### src/rtl/instruction_prefetch_queue.sv
// Instruction prefetch queue: issues sequential word fetches, buffers the
// returned instructions with their PC in a DEPTH-entry FIFO, and supports a
// redirect that flushes the queue and restarts fetching at a new PC.
module instruction_prefetch_queue #(
   parameter int unsigned           DEPTH      = 4,
   parameter int unsigned           DATA_WIDTH = 32,
   parameter int unsigned           ADDR_WIDTH = 32,
   parameter logic [ADDR_WIDTH-1:0] RESET_PC   = '0
) (
   input  logic                       clk,
   input  logic                       reset,
   output logic                       mem_req,
   output logic [ADDR_WIDTH-1:0]      mem_addr,
   input  logic                       mem_ack,
   input  logic [DATA_WIDTH-1:0]      mem_rdata,
   output logic [DATA_WIDTH-1:0]      instruction_out,
   output logic [ADDR_WIDTH-1:0]      pc_out,
   output logic                       read,
   input  logic                       accept,
   input  logic                       redirect,
   input  logic [ADDR_WIDTH-1:0]      redirect_pc,
   output logic [$clog2(DEPTH):0]     count
);

   localparam int unsigned PW = $clog2(DEPTH);
   localparam int unsigned CW = PW + 1;
   localparam logic [CW-1:0] DEPTH_C = CW'(DEPTH);
   localparam logic [ADDR_WIDTH-1:0] PC_STEP = ADDR_WIDTH'(4);

   typedef enum logic [1:0] {IDLE, REQ, DISCARD} state_t;

   state_t                  state_q, state_d;
   logic [ADDR_WIDTH-1:0]   fetch_pc_q, fetch_pc_d;
   logic [ADDR_WIDTH-1:0]   pending_pc_q, pending_pc_d;
   logic [PW-1:0]           wr_ptr_q, wr_ptr_d;
   logic [PW-1:0]           rd_ptr_q, rd_ptr_d;
   logic [CW-1:0]           count_q, count_d;
   logic [DATA_WIDTH-1:0]   data_mem_q [DEPTH];
   logic [DATA_WIDTH-1:0]   data_mem_d [DEPTH];
   logic [ADDR_WIDTH-1:0]   pc_mem_q   [DEPTH];
   logic [ADDR_WIDTH-1:0]   pc_mem_d   [DEPTH];

   logic                    push;
   logic                    pop;
   logic [ADDR_WIDTH-1:0]   redirect_pc_al;
   logic                    unused_redirect_lsbs;

   assign unused_redirect_lsbs = ^redirect_pc[1:0];
   assign redirect_pc_al       = {redirect_pc[ADDR_WIDTH-1:2], 2'b00};

   assign mem_req         = (state_q != IDLE);
   assign mem_addr        = fetch_pc_q;
   assign read            = (count_q != '0);
   assign count           = count_q;
   assign instruction_out = data_mem_q[rd_ptr_q];
   assign pc_out          = pc_mem_q[rd_ptr_q];

   // Queue update first so the FSM can decide on post-push/pop/flush occupancy.
   always_comb begin
      state_d      = state_q;
      fetch_pc_d   = fetch_pc_q;
      pending_pc_d = pending_pc_q;
      wr_ptr_d     = wr_ptr_q;
      rd_ptr_d     = rd_ptr_q;
      count_d      = count_q;
      data_mem_d   = data_mem_q;
      pc_mem_d     = pc_mem_q;

      // redirect overrides both the memory return and the consumer pop
      push = (state_q == REQ) && mem_ack && !redirect;
      pop  = accept && read && !redirect;

      if (redirect) begin
         wr_ptr_d = '0;
         rd_ptr_d = '0;
         count_d  = '0;
      end else begin
         if (push) begin
            data_mem_d[wr_ptr_q] = mem_rdata;
            pc_mem_d[wr_ptr_q]   = fetch_pc_q;
            wr_ptr_d             = wr_ptr_q + PW'(1);
         end
         if (pop) begin
            rd_ptr_d = rd_ptr_q + PW'(1);
         end
         count_d = count_q + {{PW{1'b0}}, push} - {{PW{1'b0}}, pop};
      end

      case (state_q)
         IDLE: begin
            if (redirect) begin
               fetch_pc_d = redirect_pc_al;
               state_d    = REQ;
            end else if (count_d < DEPTH_C) begin
               state_d = REQ;
            end
         end
         REQ: begin
            if (mem_ack) begin
               if (redirect) begin
                  fetch_pc_d = redirect_pc_al;
                  state_d    = REQ;
               end else begin
                  fetch_pc_d = fetch_pc_q + PC_STEP;
                  state_d    = (count_d < DEPTH_C) ? REQ : IDLE;
               end
            end else if (redirect) begin
               // outstanding request must complete before the new PC is used
               pending_pc_d = redirect_pc_al;
               state_d      = DISCARD;
            end
         end
         DISCARD: begin
            if (redirect) begin
               pending_pc_d = redirect_pc_al;
            end
            if (mem_ack) begin
               fetch_pc_d = redirect ? redirect_pc_al : pending_pc_q;
               state_d    = REQ;
            end
         end
         default: state_d = IDLE;
      endcase
   end

   // State, fetch address and FIFO storage registers with synchronous reset.
   always_ff @(posedge clk) begin
      if (reset) begin
         state_q      <= IDLE;
         fetch_pc_q   <= RESET_PC;
         pending_pc_q <= '0;
         wr_ptr_q     <= '0;
         rd_ptr_q     <= '0;
         count_q      <= '0;
         data_mem_q   <= '{default: '0};
         pc_mem_q     <= '{default: '0};
      end else begin
         state_q      <= state_d;
         fetch_pc_q   <= fetch_pc_d;
         pending_pc_q <= pending_pc_d;
         wr_ptr_q     <= wr_ptr_d;
         rd_ptr_q     <= rd_ptr_d;
         count_q      <= count_d;
         data_mem_q   <= data_mem_d;
         pc_mem_q     <= pc_mem_d;
      end
   end

endmodule

### config.mk
export PLATFORM = sky130hd
export DESIGN_NAME = instruction_prefetch_queue
export DESIGN_NICKNAME = d
export VERILOG_FILES = /design/src/rtl/instruction_prefetch_queue.sv
export SDC_FILE = /design/constraint.sdc
export NUM_CORES = 1
export LEC_CHECK = 0
export ABC_AREA = 1
export BUFFER_PORTS_ARGS = -buffer_cell sky130_fd_sc_hd__buf_2
export CAP_MARGIN = 20
export CORE_MARGIN = 10
export CORE_UTILIZATION = 60
export CTS_BUF_LIST = sky130_fd_sc_hd__clkbuf_8
export DETAILED_ROUTE_END_ITERATION = 12
export PLACE_DENSITY = 0.81
export SYNTH_ARGS = -nofsm -noshare
export SYNTH_HDL_FRONTEND = slang
export SYNTH_SLANG_ARGS = --single-unit
### constraint.sdc
create_clock -name clk -period 6.65 [get_ports clk]
set_clock_uncertainty 0.05 [all_clocks]
set_input_delay 0.3325 -clock clk [delete_from_list [all_inputs] [get_ports clk]]
set_output_delay 0.3325 -clock clk [all_outputs]
set_load 0.05 [all_outputs]
==> results of run 1 <==
cells in the final DEF (no fill, tap or decap), types with 26 or more instances in the layout:
cell / instances
inv_1: 76
o22ai_1: 65
o21ai_0: 183
nand2_1: 518
dfxtp_1: 327
dlygate4sd3_1: 32
nor2_1: 219
a21oi_1: 329
buf_2: 166
a31oi_1: 26
nand3_1: 286
clkbuf_8: 68
critical path, cell delays in order (launching register included):
cell and delay (ns):
dfxtp_1 0.33, inv_1 0.10, ha_1 0.16, buf_4 0.33, nand2_2 0.16, nor2_4 0.65
inv_1 0.18, ha_1 0.32, inv_1 0.05, ha_1 0.19, fa_1 0.38, nand3b_1 0.17
nand3_1 0.14, o21ai_1 0.09, o21bai_1 0.18, a21oi_1 0.16, o21a_1 0.14
timing repair:
item	4_1_cts	5_1_grt
hold endpoints to repair	90	0
resized for setup	0	0
hold buffers	32	0
power by group:
group | switching (mW) | internal (mW)
clock network | 0.800 | 0.902
registers | 0.206 | 2.08
logic | 0.767 | 0.289
cells by family (layout without fill, tap and decap cells):
| kind of cell | count (synthesis) | count (layout) |
|---|---|---|
| compound gates | 632 | 632 |
| fa+ha+maj | 12 | 12 |
| buf+inv | 282 | 377 |
| flops | 329 | 329 |
| xor+xnor | 4 | 4 |
| simple gates | 1068 | 1068 |
registers in the layout, summed over array words and instances (netlist names):
| register | count |
|---|---|
| data_mem_q | 128 |
| pc_mem_q | 128 |
| mem_addr | 32 |
| pending_pc_q | 32 |
| count | 3 |
| rd_ptr_q | 2 |
| state_q | 2 |
| wr_ptr_q | 2 |
layout make-up:
type	count	area (sq um)	share of cell area (%)
multi-input cells	1716	8140	45.8
flip-flops and latches	329	6590	37.1
repair buffers	217	1330	7.50
clock buffers	67	922	5.19
well taps	335	419	2.36
inverters	63	238	1.34
clock inverters	30	125	0.704
metrics by stage:
stage	instance area [sq um]	power, mW
2_1_floorplan	16000	3.09
3_3_place_gp	16400	3.31
3_5_place_dp	16400	3.34
4_1_cts	17700	5.04
5_1_grt	17800	5.25
6_report	17800	5.05
metal layers:
layer | vias up | GRT usage [%] | wire length, um
met5 | - | 0 | 0
met4 | 0 | 13.0 | 1970
met3 | 130 | 4.78 | 4770
met2 | 892 | 46.5 | 23100
met1 | 7805 | 34.2 | 19400
li1 | 7920 | - | -
worst max-delay path by stage:
stage / slack, ns / end / startpoint
after detailed placement: 2.88 / state_q[0] / state_q[1]
after global placement: 2.97 / state_q[0] / state_q[1]
after CTS: 2.83 / state_q[0] / state_q[1]
final: 2.81 / state_q[0] / state_q[1]
after floorplan: 3.55 / state_q[0] / count[1]
after global routing: 2.56 / state_q[0] / state_q[1]
==> impl_metrics.csv, run 1 <==
group,metric,value,unit
timing,max_freq,0.261,GHz
worst_setup_path,cp-start-kind,"register",
synth,post_synthesis_share_of_cell_area_spent_on_full_adders_half_adders_and_majority_gates,0.985,%
synth,netlist.area_leader.share,41.2,%
timing,fin_hold_ws,0.0125,ns
worst_setup_path,crit_path_end_kind,"register",
synth,netlist.top_cell.by_area,"dfxtp_1",
floorplanning,die-area,0.0336,sq mm
timing,setup_total_negative_slack,0,ns
clock_tree,tritoncts,"done",
drt,drt-vias-per-instance,6.07,
floorplanning,die_h,183,um
clock_tree,clock_sink_count,329,
place,place.detailed.hpwl,27400,um
grt,grt_pass1_vias,15362,
synth,synth_top_family_by_area,"simple AND/OR/NAND/NOR gates",
run,total_of_max_cap_violations,0,
timing,timing_max_transition_violations_final,0,
synth,ys_warn_count,0,
hold_path,worst_hold_path_startpoint,"mem_rdata[1]",
worst_setup_path,endpoint_required_time_on_the_critical_path,7.14,ns
hold_path,holdPathStages,3,
clock_tree,ctsLongestPathBuffers,3,
hold_path,hold-path-endpoint,"data_mem_q[1]",
drt,avgRoutedWirePerCell,17.9,um
synth,synth-main-ff-cell,"dfxtp_1",
worst_setup_path,r2r-end,"state_q[0]",
drt,wirelength,49200,um
synth,postSynthRegisterBits,329,
final_layout,synthToLayoutAreaGrowth,11.0,%
place,portBuffers,167,
synth,ys_top_cells_by_area,"dfxtp_1 41%, nand2_1 12%, a21oi_1 10%, nand3_1 8.9%, o21ai_0 5.7%",
timing,slew_at_the_pin_closest_to_its_max_slew_limit,1.03,ns
grt,grt_remaining_overflow,0,
pwr,ir_worst_vdd,242,uV
pwr,p_per_area,284,mW/mm^2
grt,grt_max_degree,237,
synth,synth_area,0.0160,sq mm
grt,gr-usage-all-layers,27.8,%
place,gpl.final_weighted_congestion,0.881,
clock_tree,clkSlewWorstSetupHoldPaths,0.06,ns
floorplanning,die_x,183,um
synth,synth_mux_area_share,0,%
timing,report.final.setup_viol,0,
clock_tree,ctsHtreeMaxLevel,2,
worst_setup_path,critical_path_arrival,4.33,ns
synth,synthArstFlopShare,0,%
synth,yosys-top-cells-count,"522 x nand2_1, 329 x a21oi_1, 329 x dfxtp_1",
timing,final_critical_path_required_period,3.84,ns
clock_tree,cts_root_buf,"clkbuf_8",
place,placed_cells_incl_taps,2627,
synth,synthSimpleGateAreaFrac,28.5,%
final_layout,fin_nets,2462,
synth,synthXorXnorAreaFrac,0.219,%
hold_path,worstHoldPathType,"in -> reg",
synth,synth.most_common_cell,"nand2_1",
synth,synth_cell_types,40,
worst_setup_path,rr_startpoint,"state_q[1]",
status,run_status,"complete, no violations",
worst_setup_path,r2r.worst_path.cells,16,
final_layout,final_layout_size_suffix_gt1_share,13.2,%
floorplanning,design.core.area,0.0261,sq mm
synth,postSynthNetCount,2408,
final_layout,fillCellCount,2268,
drt,first_iter_violations,2009,
place,place_ws,2.88,ns
timing,worst_slack,2.81,ns
pwr,power.leakage,6.93,nW
final_layout,layoutNonFillerInstCount,2757,
clock_tree,clock_latency,0.59,ns
timing,worst_slew_margin_relative_to_its_limit,31.6,%
clock_tree,postCtsSetupBuffers,0,
floorplanning,initial_utilization,61.2,%
synth,seq_area_frac_synth,41.2,%
synth,synth_area_per_cell,6.88,sq um
drt,route.detailed.drc,0,
worst_setup_path,timing_worst_setup_path_type,"reg -> reg",
clock_tree,cts_buf_count,54,
grt,grt_first_pass_wirelength,78300,um
worst_setup_path,critical_path.max_fanout,26,
final_layout,utilization,68.0,%
floorplanning,ioPinCount,170,
timing,rsz0062_at_grt,"false",
drt,route.vias.total,16747,
drt,route.antenna.remaining_nets,0,
synth,gate_count_of_the_mapped_netlist,2327,
final_layout,n_antenna_cell,0,
timing,period_share,57.7,%
worst_setup_path,timing.reg2reg.setup_slack,2.81,ns
synth,synth_enable_flop_cells,0,
floorplanning,rows,59,
grt,grt_antenna_before_repair,0,
synth,synth-compound-area-share,20.9,%
drt,detail_route.first_pass.iterations,8,
timing,finalHoldViolations,0,
(Power assumes the default switching activity.)
==> run 2, diff against run 1 <==
ABC_AREA = 0   (was 1)
CORE_UTILIZATION = 55   (was 60)
PLACE_DENSITY = 0.79   (was 0.81)
clock period = 3.3 ns   (was 6.65 ns; I/O delays follow)
==> run 2 against run 1 <==
- sequential share of layout area grew 1.1 points
- design area shrank 2.9%
- global-route usage shrank 2.6 points
- critical path depth is 6 lower
- total power grew 84%
- die area grew 0.57%
- core utilization fell by 2.2 points
- non-clock buffer count grew 58
- count of clock-buffer cells in the layout down 1
==> impl_metrics.csv, run 2 <==
group,metric,value,unit
status,run_status,"complete, no violations",
timing,report.final.setup_viol,0,
timing,rsz0062_at_grt,"false",
pwr,power.leakage,6.29,nW
drt,route.detailed.drc,0,
place,place.detailed.hpwl,26600,um
floorplanning,rows,59,
floorplanning,design.core.area,0.0262,sq mm
clock_tree,clkSlewWorstSetupHoldPaths,0.06,ns
timing,worst_slew_margin_relative_to_its_limit,27.6,%
synth,synth_area_per_cell,8.52,sq um
synth,postSynthNetCount,1813,
grt,grt_antenna_before_repair,0,
timing,setup_total_negative_slack,0,ns
drt,avgRoutedWirePerCell,19.3,um
timing,slew_at_the_pin_closest_to_its_max_slew_limit,1.09,ns
worst_setup_path,endpoint_required_time_on_the_critical_path,3.70,ns
grt,grt_remaining_overflow,0,
worst_setup_path,r2r-end,"state_q[0]",
worst_setup_path,crit_path_end_kind,"register",
synth,post_synthesis_share_of_cell_area_spent_on_full_adders_half_adders_and_majority_gates,1.07,%
worst_setup_path,critical_path.startpoint,"count[2]",
final_layout,synthToLayoutAreaGrowth,16.8,%
clock_tree,clock_sink_count,329,
worst_setup_path,rr_startpoint,"count[2]",
drt,first_iter_violations,1235,
synth,synth_top_family_by_area,"simple AND/OR/NAND/NOR gates",
synth,synthSimpleGateAreaFrac,20.3,%
clock_tree,cts_root_buf,"clkbuf_8",
drt,route.vias.total,13447,
timing,worst_slack,0.372,ns
clock_tree,ctsHtreeMaxLevel,2,
worst_setup_path,timing_worst_setup_path_type,"reg -> reg",
pwr,ir_worst_vdd,408,uV
synth,synth_cell_types,77,
final_layout,layout_commonest_cell,"nand2_1",
pwr,pwr-share-clk,36.4,%
hold_path,worstHoldPathType,"in -> reg",
worst_setup_path,cp-start-kind,"register",
drt,route.antenna.remaining_nets,0,
clock_tree,postCtsSetupBuffers,0,
floorplanning,die-area,0.0338,sq mm
place,portBuffers,167,
worst_setup_path,r2r.worst_path.cells,10,
place,place_ws,0.356,ns
final_layout,final_layout_size_suffix_gt1_share,19.4,%
pwr,pwr-share-comb,17.2,%
timing,final_critical_path_required_period,2.93,ns
floorplanning,initial_utilization,56.3,%
synth,synth.most_common_cell,"nand2_1",
synth,netlist.area_leader.share,44.6,%
drt,detail_route.first_pass.iterations,5,
grt,gr-usage-all-layers,25.2,%
synth,gate_count_of_the_mapped_netlist,1732,
worst_setup_path,critical_path.max_fanout,3,
synth,yosys-top-cells-count,"593 x nand2_1, 329 x dfxtp_1, 303 x a21oi_1",
pwr,power.internal,6.39,mW
drt,drt-vias-per-instance,5.90,
grt,grt_pass1_vias,13174,
synth,synth_mux_area_share,9.90,%
final_layout,n_antenna_cell,0,
synth,synthXorXnorAreaFrac,1.05,%
synth,synth-main-ff-cell,"dfxtp_1",
worst_setup_path,critical_path_arrival,3.33,ns
worst_setup_path,crit_path_end,"state_q[0]",
synth,postSynthRegisterBits,329,
timing,max_freq,0.342,GHz
pwr,design_power_total,9.28,mW
synth,netlist.top_cell.by_area,"dfxtp_1",
grt,grt_first_pass_wirelength,69400,um
clock_tree,tritoncts,"done",
floorplanning,die_h,184,um
final_layout,largest_registers,"data_mem_q: 128 flops, pc_mem_q: 128 flops",
floorplanning,die_x,184,um
place,gpl.final_weighted_congestion,0.883,
final_layout,fillCellCount,2142,
floorplanning,ioPinCount,170,
final_layout,fin_nets,1988,
synth,synth_area,0.0148,sq mm
clock_tree,clock_latency,0.61,ns
clock_tree,cts_buf_count,53,
clock_tree,ctsLongestPathBuffers,3,
timing,finalHoldViolations,0,
grt,grt_max_degree,156,
pwr,p_per_area,538,mW/mm^2
synth,ys_warn_count,0,
synth,synthArstFlopShare,0,%
pwr,sequentialPowerShare,46.4,%
run,total_of_max_cap_violations,0,
synth,seq_area_frac_synth,44.6,%
worst_setup_path,timing.reg2reg.setup_slack,0.37,ns
synth,synth_enable_flop_cells,0,
synth,ys_top_cells_by_area,"dfxtp_1 45%, nand2_1 15%, a21oi_1 10%, mux4_2 9.8%, buf_6 2.4%",
pwr,p_sw,2.89,mW
timing,timing_max_transition_violations_final,0,
synth,synth-compound-area-share,16.4,%
final_layout,layout_common_cells,"589 x nand2_1, 327 x dfxtp_1, 302 x a21oi_1, 166 x buf_2, 68 x dlygate4sd3_1",
drt,wirelength,43900,um
timing,period_share,88.7,%
pwr,switching_share,31.1,%
-- run 2: cell types whose count changed after synthesis, moves of 64 or more --
cell / previous run / this run
o21ai_0: 183 / 31
nand3_1: 286 / 8
nor2_1: 219 / 40
clkbuf_1: 134 / 59
mux4_2: 0 / 64
nand2_1: 522 / 593
-- run 2: layer usage --
| layer | vias to the layer above | track usage, % | wire (um) |
|---|---|---|---|
| met3 | 103 | 5.02 | 3880 |
| li1 | 6276 | - | - |
| met1 | 6397 | 29.5 | 16700 |
| met5 | - | 0 | 0 |
| met4 | 0 | 9.67 | 1370 |
| met2 | 671 | 44.4 | 22000 |
-- run 2: area by class of cell --
cell class                      instances  area, sq um  area share, %
Multi-Input combinational cell       1230         7200           41.8
Sequential cell                       329         6590           38.2
Timing Repair Buffer                  275         1940           11.2
Clock buffer                           66          908           5.27
Tap cell                              335          419           2.43
Clock inverter                         25          113          0.653
Inverter                               18         67.6          0.392
-- run 2: repair_timing --
action	in CTS	in global routing
hold buffers	68	0
gates resized for setup	0	0
hold endpoints to repair	207	0
-- run 2: kinds of logic after synthesis --
group	count (synthesis)
XOR/XNOR	16
AND/OR/NAND/NOR	717
AO/OA/AOI/OAI	419
adder cells (fa/ha/maj)	12
multiplexers	66
buffers and inverters	173
flip-flops	329
-- run 2: power groups by stage --
| stage | Clock [mW] | Combinational, mW | Sequential (mW) |
|---|---|---|---|
| 6_report | 3.38 | 1.60 | 4.30 |
| 5_1_grt | 3.60 | 1.69 | 4.31 |
| 4_1_cts | 3.42 | 1.57 | 4.30 |
| 3_5_place_dp | 0 | 1.50 | 4.38 |
| 3_3_place_gp | 0 | 1.48 | 4.37 |
| 2_1_floorplan | 0 | 0.903 | 4.52 |
-- run 2: per-stage QoR --
step / cells / util [%] / hold slack, ns / area [sq um]
finish: 2278 / 65.8 / 0.0303 / 17200
global route: 2278 / 65.8 / 0.0635 / 17200
CTS: 2278 / 65.8 / 0.0125 / 17200
detailed placement: 2119 / 59.3 / 0.377 / 15500
global placement: 2119 / 59.3 / 0.369 / 15500
floorplan: 1732 / - / 0.251 / 14800
-- run 2: worst max-delay path, stage by stage (launching register included) --
cell	delay [ns]
dfxtp_1	0.34
or3_4	0.39
and3b_1	0.22
ha_1	0.28
inv_1	0.04
ha_1	0.18
fa_1	0.36
xor3_1	0.41
o22ai_1	0.27
mux2i_1	0.22
nor2_1	0.06
-- run 2: worst min path at each step --
stage / slack (ns) / start / to / cells after the start
2_1_floorplan: 0.25 / mem_rdata[0] / data_mem_q[0] / 2
3_3_place_gp: 0.37 / redirect_pc[7] / pending_pc_q[7] / 3
3_5_place_dp: 0.38 / redirect_pc[2] / pending_pc_q[2] / 3
4_1_cts: 0.01 / accept / rd_ptr_q[0] / 4
5_1_grt: 0.06 / accept / rd_ptr_q[0] / 4
6_report: 0.03 / accept / rd_ptr_q[0] / 4
==> run 3, diff against run 2 <==
ABC_CLOCK_PERIOD_IN_PS = 3300   (was not set)
CELL_PAD_IN_SITES_DETAIL_PLACEMENT = 0   (was not set)
CELL_PAD_IN_SITES_GLOBAL_PLACEMENT = 1   (was not set)
CORE_UTILIZATION = 41   (was 55)
CTS_CLUSTER_SIZE = 40   (was not set)
PLACE_DENSITY = not set   (was 0.79)
PLACE_DENSITY_LB_ADDON = 0.1   (was not set)
==> run 3 against run 2 <==
- count of clock-buffer cells in the layout is 3 higher
- final cell count is 6.1% higher
- die area is 30% higher
- routed wire length is 9.1% higher
- non-clock buffer count is 11 higher
- via count is 2.7% lower
- register-to-register slack hardly changed
- largest power group unchanged
==> impl_metrics.csv, run 3 (synthesis results as in run 2) <==
group,metric,value,unit
worst_setup_path,crit_path_end_kind,"register",
final_layout,layout_common_cells,"589 x nand2_1, 327 x dfxtp_1, 302 x a21oi_1, 166 x buf_2, 69 x clkbuf_8",
worst_setup_path,timing.reg2reg.setup_slack,0.37,ns
worst_setup_path,slowest_stage,"xor3_1",
drt,route.detailed.drc,0,
worst_setup_path,cp-start-kind,"register",
clock_tree,ctsHtreeMaxLevel,2,
hold_path,worst_hold_path_startpoint,"redirect_pc[4]",
grt,grt_max_degree,142,
worst_setup_path,rr_startpoint,"count[2]",
timing,max_freq,0.341,GHz
timing,worst_slew_margin_relative_to_its_limit,35.5,%
grt,met2_track_usage_gr,36.5,%
drt,avgRoutedWirePerCell,19.8,um
grt,use_met3,4.07,%
pwr,ir_worst_vdd,307,uV
drt,wirelength,47900,um
timing,slew_at_the_pin_closest_to_its_max_slew_limit,0.968,ns
worst_setup_path,cp_top_family,"adder cells",
worst_setup_path,r2r.worst_path.cells,10,
clock_tree,post_cts_resize_count,0,
run,total_of_max_cap_violations,0,
clock_tree,clkSlewWorstSetupHoldPaths,0.06,ns
place,place.detailed.hpwl,29800,um
final_layout,n_antenna_cell,0,
timing,period_share,88.9,%
place,portBuffers,167,
drt,first_iter_violations,822,
grt,grt_pass1_vias,12856,
worst_setup_path,timing_worst_setup_path_type,"reg -> reg",
floorplanning,ioPinCount,170,
worst_setup_path,crit_path_frequent_cell,"ha_1",
timing,report.final.setup_viol,0,
grt,gr-usage-all-layers,21.2,%
pwr,power.leakage,6.39,nW
timing,final_critical_path_required_period,2.93,ns
grt,grt_antenna_before_repair,0,
clock_tree,postCtsSetupBuffers,0,
final_layout,utilization,49.5,%
floorplanning,initial_utilization,41.5,%
clock_tree,ctsLongestPathBuffers,3,
clock_tree,cts_root_buf,"clkbuf_8",
pwr,design_power_total,9.48,mW
final_layout,layout_commonest_cell,"nand2_1",
hold_path,hold-path-endpoint,"pending_pc_q[4]",
final_layout,synthToLayoutAreaGrowth,19.2,%
grt,groute.layer.met1.usage,26.1,%
place,gpl.final_weighted_congestion,0.799,
grt,grt_first_pass_wirelength,74800,um
clock_tree,clock_sink_count,329,
worst_setup_path,path_cells,"or3_4, and3b_1, ha_1, inv_1, ha_1, fa_1, xor3_1, o22ai_1, mux2i_1, nor2_1",
final_layout,layoutNonFillerInstCount,2418,
hold_path,worstHoldPathType,"in -> reg",
timing,rsz0062_at_grt,"false",
drt,route.vias.total,13083,
timing,setup_total_negative_slack,0,ns
floorplanning,die_x,210,um
status,run_status,"complete, no violations",
floorplanning,design.core.area,0.0356,sq mm
clock_tree,cts_buf_count,57,
worst_setup_path,critical_path_arrival,3.40,ns
worst_setup_path,r2r-end,"state_q[1]",
final_layout,final_layout_size_suffix_gt1_share,19.8,%
drt,detail_route.first_pass.iterations,5,
final_layout,fin_nets,2003,
floorplanning,die_h,210,um
drt,route.antenna.remaining_nets,0,
worst_setup_path,endpoint_required_time_on_the_critical_path,3.76,ns
clock_tree,clock_latency,0.64,ns
worst_setup_path,cp.buffers_inverters,1,
grt,globalRoute.busiestLayer,"met2",
pwr,p_per_area,538,mW/mm^2
hold_path,holdPathStages,4,
floorplanning,rows,69,
worst_setup_path,slowest_delay,0.40,ns
grt,grt_remaining_overflow,0,
floorplanning,die-area,0.0440,sq mm
clock_tree,tritoncts,"done",
worst_setup_path,critical_path.max_fanout,3,
final_layout,largest_registers,"data_mem_q: 128 flops, pc_mem_q: 128 flops",
timing,timing_max_transition_violations_final,0,
timing,finalHoldViolations,0,
drt,drt-vias-per-instance,5.41,
place,placed_cells_incl_taps,2257,
[run 3: changes by cell type in the layout (fill, tap and decap cells not counted), sizes merged]
cell | previous run | this run
dlygate4sd3 | 68 | 67
inv | 38 | 39
clkbuf | 66 | 69
buf | 207 | 219
clkinv | 4 | 3
[run 3: power by group]
group	internal [mW]	switching [mW]	total, mW
Sequential	4.11	0.163	4.27
Clock	1.86	1.67	3.53
Combinational	0.520	1.15	1.67
Total	6.49	2.99	9.48
[run 3: metrics by stage]
stage / worst slack, ns / area (sq um) / hold WS, ns
5_1_grt: 0.238 / 17600 / 0.269
3_3_place_gp: 0.390 / 15900 / 0.371
2_1_floorplan: 0.125 / 14800 / 0.251
6_report: 0.368 / 17600 / 0.276
4_1_cts: 0.366 / 17600 / 0.237
3_5_place_dp: 0.372 / 15900 / 0.378
[run 3: worst max-delay path by stage]
stage	startpoint	end	cells past startpoint
final	count[2]	state_q[1]	10
after global placement	count[2]	state_q[0]	10
after global routing	count[2]	state_q[0]	10
after floorplan	count[2]	state_q[0]	10
after CTS	count[2]	state_q[1]	10
after detailed placement	count[2]	state_q[0]	10
[run 3: worst register-to-register path: stages, from the launching register on]
cell     delay [ns]
dfxtp_1        0.33
or3_4          0.38
and3b_1        0.23
ha_1           0.29
inv_1          0.04
ha_1           0.19
fa_1           0.35
xor3_1         0.40
o22ai_1        0.27
mux2i_1        0.22
nor2_1         0.05
[run 3: routing by layer]
layer	share of wire, %	routed length, um
met5	0	0
met4	2.3	1090
met2	50	23800
met3	6.2	2990
met1	42	20100
[run 3: repair_timing]
action	CTS	global route
setup endpoints to repair	0	0
endpoints found under the hold margin	193	0
hold buffers	67	0
[run 3: cell type report]
| type | count | area (sq um) |
|---|---|---|
| inverter | 18 | 67.6 |
| multi-input combinational | 1230 | 7200 |
| tap | 461 | 577 |
| clock inverter | 25 | 113 |
| clock buffer | 69 | 950 |
| timing repair buffer | 286 | 2090 |
| fill | 3486 | 18000 |
| sequential | 329 | 6590 |
